==> config.mk <==
export PLATFORM = sky130hd
export DESIGN_NAME = legv8_instr_encoder
export DESIGN_NICKNAME = d
export VERILOG_FILES = /design/src/rtl/legv8_instr_encoder.sv
export SDC_FILE = /design/constraint.sdc
export NUM_CORES = 1
export LEC_CHECK = 0
export BUFFER_PORTS_ARGS = -buffer_cell sky130_fd_sc_hd__buf_4
export CORE_ASPECT_RATIO = 1.1
export CORE_MARGIN = 8
export CORE_UTILIZATION = 46
export CTS_CLUSTER_DIAMETER = 50
export DETAILED_ROUTE_END_ITERATION = 16
export PLACE_DENSITY_LB_ADDON = 0.12
export SYNTH_ARGS = -nofsm -noshare
export SYNTH_HDL_FRONTEND = slang
export SYNTH_SLANG_ARGS = --single-unit
==> constraint.sdc <==
create_clock -name CLK -period 1.8 [get_ports CLK]
set_input_delay 0 -clock CLK [delete_from_list [all_inputs] [get_ports CLK]]
set_output_delay 0 -clock CLK [all_outputs]
set_load 0.05 [all_outputs]
==> src/rtl/legv8_instr_encoder.sv <==
// LEGv8 instruction encoder: turns decoded fields into 32-bit machine words and
// streams them into the IMEM write port at auto-incrementing word addresses.
module legv8_instr_encoder #(
    parameter int ADDR_W = 64
) (
    input  logic              CLK,
    input  logic              Reset_L,
    input  logic              in_valid,
    output logic              in_ready,
    input  logic [3:0]        op_sel,
    input  logic [4:0]        rd,
    input  logic [4:0]        rn,
    input  logic [4:0]        rm,
    input  logic [25:0]       imm,
    input  logic              base_load,
    input  logic [ADDR_W-1:0] base_addr,
    output logic              wr_en,
    input  logic              wr_ready,
    output logic [ADDR_W-1:0] wr_addr,
    output logic [31:0]       wr_data,
    output logic [15:0]       word_count,
    output logic              err,
    output logic [1:0]        err_code,
    input  logic              clr_err
);

    typedef enum logic [3:0] {
        OP_ADD  = 4'd0,
        OP_SUB  = 4'd1,
        OP_AND  = 4'd2,
        OP_ORR  = 4'd3,
        OP_LDUR = 4'd4,
        OP_STUR = 4'd5,
        OP_CBZ  = 4'd6,
        OP_CBNZ = 4'd7,
        OP_B    = 4'd8,
        OP_BL   = 4'd9,
        OP_LSL  = 4'd10,
        OP_LSR  = 4'd11
    } op_e;

    localparam logic [1:0] ERR_ILLEGAL_OP = 2'd1;
    localparam logic [1:0] ERR_IMM_RANGE  = 2'd2;
    localparam logic [1:0] ERR_SHAMT      = 2'd3;

    logic              wr_en_q;
    logic [ADDR_W-1:0] wr_addr_q;
    logic [31:0]       wr_data_q;
    logic [15:0]       word_count_q;
    logic              err_q;
    logic [1:0]        err_code_q;

    logic [31:0]       enc_data;
    logic              chk_err;
    logic [1:0]        chk_code;
    logic              d_ok;
    logic              cb_ok;
    logic              sh_ok;
    logic              accept;
    logic              handshake;
    logic [ADDR_W-1:0] base_aligned;

    assign d_ok  = (imm == {{17{imm[8]}}, imm[8:0]});
    assign cb_ok = (imm == {{7{imm[18]}}, imm[18:0]});
    assign sh_ok = (imm[25:6] == 20'd0);

    // The encoded word and its legality are computed for every request; the
    // register stage decides whether it is written or only flagged.
    always_comb begin
        enc_data = 32'd0;
        chk_err  = 1'b0;
        chk_code = 2'd0;
        case (op_sel)
            OP_ADD:  enc_data = {11'b10001011000, rm, 6'd0, rn, rd};
            OP_SUB:  enc_data = {11'b11001011000, rm, 6'd0, rn, rd};
            OP_AND:  enc_data = {11'b10001010000, rm, 6'd0, rn, rd};
            OP_ORR:  enc_data = {11'b10101010000, rm, 6'd0, rn, rd};
            OP_LDUR: begin
                enc_data = {11'b11111000010, imm[8:0], 2'b00, rn, rd};
                if (!d_ok) begin
                    chk_err  = 1'b1;
                    chk_code = ERR_IMM_RANGE;
                end
            end
            OP_STUR: begin
                enc_data = {11'b11111000000, imm[8:0], 2'b00, rn, rd};
                if (!d_ok) begin
                    chk_err  = 1'b1;
                    chk_code = ERR_IMM_RANGE;
                end
            end
            OP_CBZ: begin
                enc_data = {8'b10110100, imm[18:0], rd};
                if (!cb_ok) begin
                    chk_err  = 1'b1;
                    chk_code = ERR_IMM_RANGE;
                end
            end
            OP_CBNZ: begin
                enc_data = {8'b10110101, imm[18:0], rd};
                if (!cb_ok) begin
                    chk_err  = 1'b1;
                    chk_code = ERR_IMM_RANGE;
                end
            end
            OP_B:    enc_data = {6'b000101, imm};
            OP_BL:   enc_data = {6'b100101, imm};
            OP_LSL: begin
                enc_data = {11'b11010011011, 5'd0, imm[5:0], rn, rd};
                if (!sh_ok) begin
                    chk_err  = 1'b1;
                    chk_code = ERR_SHAMT;
                end
            end
            OP_LSR: begin
                enc_data = {11'b11010011010, 5'd0, imm[5:0], rn, rd};
                if (!sh_ok) begin
                    chk_err  = 1'b1;
                    chk_code = ERR_SHAMT;
                end
            end
            default: begin
                chk_err  = 1'b1;
                chk_code = ERR_ILLEGAL_OP;
            end
        endcase
    end

    assign in_ready     = Reset_L && (!wr_en_q || wr_ready);
    assign accept       = in_valid && in_ready;
    assign handshake    = wr_en_q && wr_ready;
    assign base_aligned = base_addr & ~ADDR_W'(3);

    // base_load beats the handshake increment; a pending word keeps its data
    // and simply lands at the newly loaded address.
    always_ff @(posedge CLK or negedge Reset_L) begin
        if (!Reset_L) begin
            wr_en_q      <= 1'b0;
            wr_addr_q    <= '0;
            wr_data_q    <= 32'd0;
            word_count_q <= 16'd0;
            err_q        <= 1'b0;
            err_code_q   <= 2'd0;
        end else begin
            if (accept && !chk_err) begin
                wr_en_q   <= 1'b1;
                wr_data_q <= enc_data;
            end else if (handshake) begin
                wr_en_q <= 1'b0;
            end

            if (base_load) begin
                wr_addr_q <= base_aligned;
            end else if (handshake) begin
                wr_addr_q <= wr_addr_q + ADDR_W'(4);
            end

            if (handshake) begin
                word_count_q <= word_count_q + 16'd1;
            end

            // An error on the same edge as clr_err wins and records a fresh cause.
            if (accept && chk_err) begin
                err_q <= 1'b1;
                if (!err_q || clr_err) begin
                    err_code_q <= chk_code;
                end
            end else if (clr_err) begin
                err_q      <= 1'b0;
                err_code_q <= 2'd0;
            end
        end
    end

    assign wr_en      = wr_en_q;
    assign wr_addr    = wr_addr_q;
    assign wr_data    = wr_data_q;
    assign word_count = word_count_q;
    assign err        = err_q;
    assign err_code   = err_code_q;

endmodule

# == Word level (Yosys, flattened, before mapping) ==
# Cells that the tools add are included.
# op_classes
add_sub_neg,2
n_mux,18
n_eq_ne,14
reduce_logical,20
# ops
cell,n
32-bit one-hot mux with 12 select lines,1
64-bit two-way mux,2
64-bit by 3-bit adder with 64-bit output (second input constant),1
20-bit zero test,1
17-bit equality test,1
16-bit by 1-bit adder with 16-bit output (second input constant),1
4-bit by 3-bit equality test with 1-bit output (second input constant),4
4-bit equality test (second input constant),4
2-bit two-way mux,6
4-bit by 2-bit equality test with 1-bit output (second input constant),2
2-bit one-hot mux with 4 select lines,1
7-bit equality test,1
1-bit two-way mux,7
2-bit nonzero test,3
2-bit OR reduction,3
6-bit OR reduction,1
1-bit logical AND,5
4-bit by 1-bit equality test with 1-bit output (second input constant),1
4-bit zero test,1
1-bit one-hot mux with 4 select lines,1
1-bit zero test,3
1-bit logical OR,2
2-bit by 1-bit inequality test with 1-bit output (second input constant),1
2-bit AND reduction,1
# totals
register_bits,116
inputBits,115
elab_cells,60
out_inout_bits,117

# == Logic depth before layout (Yosys ltp) ==
# logic_depth
depth_word,7
mapped_depth,9
mapped_depth_nobuf,8

# == Worst setup path before layout ==
# No wires, ideal clock.
# synth_path
path_type,flip-flop to flip-flop
from,register wr_addr_q[29] (netlist: wr_addr[29])
to,register wr_addr_q[59] (netlist: wr_addr[59])
period_less_slack_ns,2.385
arrival_time_ns,2.254
t_required_ns,1.669
path_stages_with_launch,9
path_buffers,2
path_slack_ns,-0.585
setup_ns,0.131
cell_sequence,dfrtp_1 -> and4_4 -> nand4_4 -> or3_1 -> buf_6 -> buf_12 -> nor4_4 -> xnor2_1 -> o21ai_1
# synth_via
elab_chain_cells,3
# synth_lines
item,line_no,rtl
"start, declared",47,logic [ADDR_W-1:0] wr_addr_q;
"start signal, assigned",153,wr_addr_q <= base_aligned;
"start signal, assigned",155,wr_addr_q <= wr_addr_q + ADDR_W'(4);
64-bit by 3-bit adder with 64-bit output,155,
64-bit two-way mux,154,end else if (handshake) begin
64-bit two-way mux,152,if (base_load) begin
# Every way passes these cells. The select of a mux whose other input is x is not followed.
# A chain may end at the register's enable or synchronous reset.

# == Worst setup path in the final report ==
# layout_path
from,register wr_addr_q[29] (netlist: wr_addr[29])
to,register wr_addr_q[48] (netlist: wr_addr[48])
# Same word-level chain as after synthesis.

==> out/metrics.csv <==
stage,metric,value,unit
run_status,outcome,"complete, but fails checks",
run_status,violations,negative setup slack,
grt,grt_max_degree,104,
clock_network,cts_buffer_depth,2,
yosys,synth_edf_count,0,
sta,timing.final.crit_period,1.90,ns
worst_hold_path,hp-class,input pin to register,
power_and_ir_drop,switchingPower,3840,µW
layout,layout.cells.most_common,buf_4,
layout,drive_above_1_share,46.2,%
grt,antenna_found_initial,0,
power_and_ir_drop,p_seq_share,30.6,%
critical_path,critPathKind,register to register,
clock_network,clkSinkCount,114,
power_and_ir_drop,total_leakage_power,0.00521,µW
placed_design,port_buffers,227,
yosys,synth_ff_type,dfrtp_1,
sta,worstMarginPinSlew,0.571,ns
yosys,ys_warn_count,0,
sta,slew_violations,0,
critical_path,end_kind,register,
layout,multi_input_area,3700,µm²
clock_network,htree_levels,4,
yosys,netlist_area,6430,µm²
power_and_ir_drop,internal-power,6750,µW
critical_path,startpoint_type,register,
sta,grt_setup_unrepaired,yes,
floorplan,fp.dieW,129,µm
critical_path,cp.arrival,2.18,ns
detailed_routing,drc,0,
floorplan,start_util,46.8,%
yosys,synth.avg_cell_area,9.48,µm²
clock_network,clk_transition_reported_paths,0.06,ns
clock_network,numCtsBuffers,17,
floorplan,io_pins,232,
layout,syn_to_final_growth,72.4,%
detailed_routing,wl_per_cell,20.3,µm
grt,grt_pass1_vias,7558,
clock_network,cts_tree,built,
sta,setup_viol,21,
yosys,synth_cell_types,56,
power_and_ir_drop,switching_share,36.2,%
grt,grtUsageTotal,28.2,%
placed_design,post_dp_cell_area,9260,µm²
sta,fin_crit_sh,106,%
sta,relSlewSlack,62.0,%
detailed_routing,dr.pass1.iters,5,
placed_design,place_congestion,0.927,
grt,grt_pass1_wl,40200,µm
power_and_ir_drop,pwr-share-comb,33.8,%
layout,stdcell_area,11100,µm²
sta,finalClockSkew,0.00878,ns
run,drv_cap,0,
layout,nets,1206,
clock_network,root_buffer,clkbuf_16,
critical_path,required,2.08,ns
power_and_ir_drop,clkPwrFrac,35.5,%
sta,hold_violations,0,
detailed_routing,viasPerCell,5.56,
layout,regArea,2900,µm²
placed_design,place_ws,-0.204,ns
layout,final_cell_mix,"buf_4 (334), nand2_1 (101), dlygate4sd3_1 (80)",
floorplan,row_count,45,
sta,fin_ws,-0.0990,ns
power_and_ir_drop,irDropWorstVdd,870,µV
detailed_routing,ant_nets,0,
sta,fmax,0.527,GHz
detailed_routing,first_iter_violations,652,
yosys,synth-seq-cells,114,
grt,grt.overflow.total,0,
sta,hold_ws,0.0191,ns
placed_design,hpwl,17600,µm
detailed_routing,via_count,7164,
critical_path,crit_fanout,12,
floorplan,dieHeight,140,µm
layout,diodes,0,
clock_network,clkLatencyLatePin,0.42,ns
yosys,synthCells,679,
power_and_ir_drop,powerDensity,955,nW/µm²
detailed_routing,drt_wl_total,26200,µm
layout,fillers,846,
yosys,synthArstFlopShare,100,%
yosys,yosysSeqAreaShare,44.3,%
floorplan,core_area,13700,µm²
floorplan,dieArea,18000,µm²
[final timing paths]
check / cells past startpoint / from / end / slack [ns]
setup / recovery: 7 / wr_addr[29] / wr_addr[48] / -0.1
hold / removal: 3 / imm[1] / wr_data[1] / 0.02
hold reg to reg: 1 / word_count[15] / word_count[15] / 0.51
min in group asynchronous: 3 / Reset_L / word_count[8] / 0.22
max in group asynchronous: 3 / Reset_L / err / 0.71
setup reg to reg: 7 / wr_addr[29] / wr_addr[48] / -0.1
[registers in the layout, summed over array words and instances, names as in the netlist]
name and flops:
err 1, err_code 2, word_count 16, wr_addr 62, wr_data 32, wr_en 1
[layout make-up]
| class | count | area share [%] |
|---|---|---|
| Tap cell | 188 | 2.12 |
| Multi-Input combinational cell | 508 | 33.4 |
| Inverter | 19 | 0.778 |
| Clock buffer | 17 | 3.83 |
| Timing Repair Buffer | 427 | 31.6 |
| Clock inverter | 15 | 2.10 |
| Sequential cell | 114 | 26.2 |
[per-layer routing]
layer / up-vias / global-route usage, % / part of all wire [%]
li1: 3241 / - / -
met1: 3500 / 32.8 / 38
met2: 354 / 48.2 / 51
met3: 69 / 7.06 / 8.1
met4: 0 / 11.3 / 3.3
met5: - / 0 / 0
[worst max-delay path: stages (launching register included)]
cell,delay (ns)
dfrtp_2,0.35
and4_4,0.25
nand4_4,0.10
or3_4,0.35
buf_12,0.17
nor4_4,0.22
xnor2_1,0.19
o21ai_1,0.13
[synthesized netlist by cell type (7+ instances only)]
| master | instances | share of area, % |
|---|---|---|
| dfrtp_1 | 114 | 44 |
| nand2_1 | 101 | 5.9 |
| o21ai_0 | 60 | 4.7 |
| xnor2_1 | 44 | 6.0 |
| xor2_1 | 32 | 4.4 |
| nor2_1 | 30 | 1.7 |
| clkbuf_1 | 29 | 1.7 |
| nand4_1 | 26 | 2.5 |
| a21oi_1 | 21 | 1.6 |
| nand3_1 | 20 | 1.6 |
| inv_1 | 18 | 1.0 |
| mux2_4 | 18 | 4.2 |
| a22oi_1 | 14 | 1.6 |
| and3_1 | 13 | 1.3 |
| o21ai_1 | 13 | 1.0 |
| nor4_1 | 12 | 1.2 |
| a221oi_1 | 11 | 1.5 |
| nor3_1 | 11 | 0.86 |
| and4_1 | 10 | 1.4 |
| mux2_2 | 9 | 1.6 |
| a31oi_1 | 7 | 0.68 |
[power groups by stage]
stage | combinational [µW] | sequential (µW) | clock (µW)
6_report | 3580 | 3240 | 3770
5_1_grt | 3740 | 3290 | 3920
4_1_cts | 3530 | 3230 | 3780
3_5_place_dp | 3360 | 3260 | 0
3_3_place_gp | 3320 | 3250 | 0
2_1_floorplan | 707 | 4520 | 0
[stage by stage]
stage | TNS [ns] | util, % | total power (µW) | std cells
2_1_floorplan | -7.54 | - | 5230 | 680
3_5_place_dp | -6.69 | 67.4 | 6620 | 1165
5_1_grt | -3.43 | 80.8 | 10900 | 1288
3_3_place_gp | -4.65 | 67.4 | 6570 | 1165
4_1_cts | -0.413 | 79.3 | 10500 | 1283
6_report | -0.947 | 80.8 | 10600 | 1288
[cells by family after synthesis]
family / after synthesis / share of synthesized area [%]
multiplexers: 31 / 6.40
flip-flops: 114 / 44.3
other: 1 / 0.0583
adder cells (fa/ha/maj): 4 / 0.778
AO/OA/AOI/OAI: 144 / 13.3
buffers and inverters: 58 / 4.14
XOR/XNOR: 76 / 10.3
AND/OR/NAND/NOR: 251 / 20.6
[repair_timing]
item                       4_1_cts  5_1_grt
pin swaps                        9       24
hold endpoints to repair       189        0
buffers inserted                 6        6
hold buffers                    80        0
gates cloned                     0        0
setup endpoints to repair       36       44
resized for setup               26       43
No activity file was read; power rests on OpenSTA's default activity.
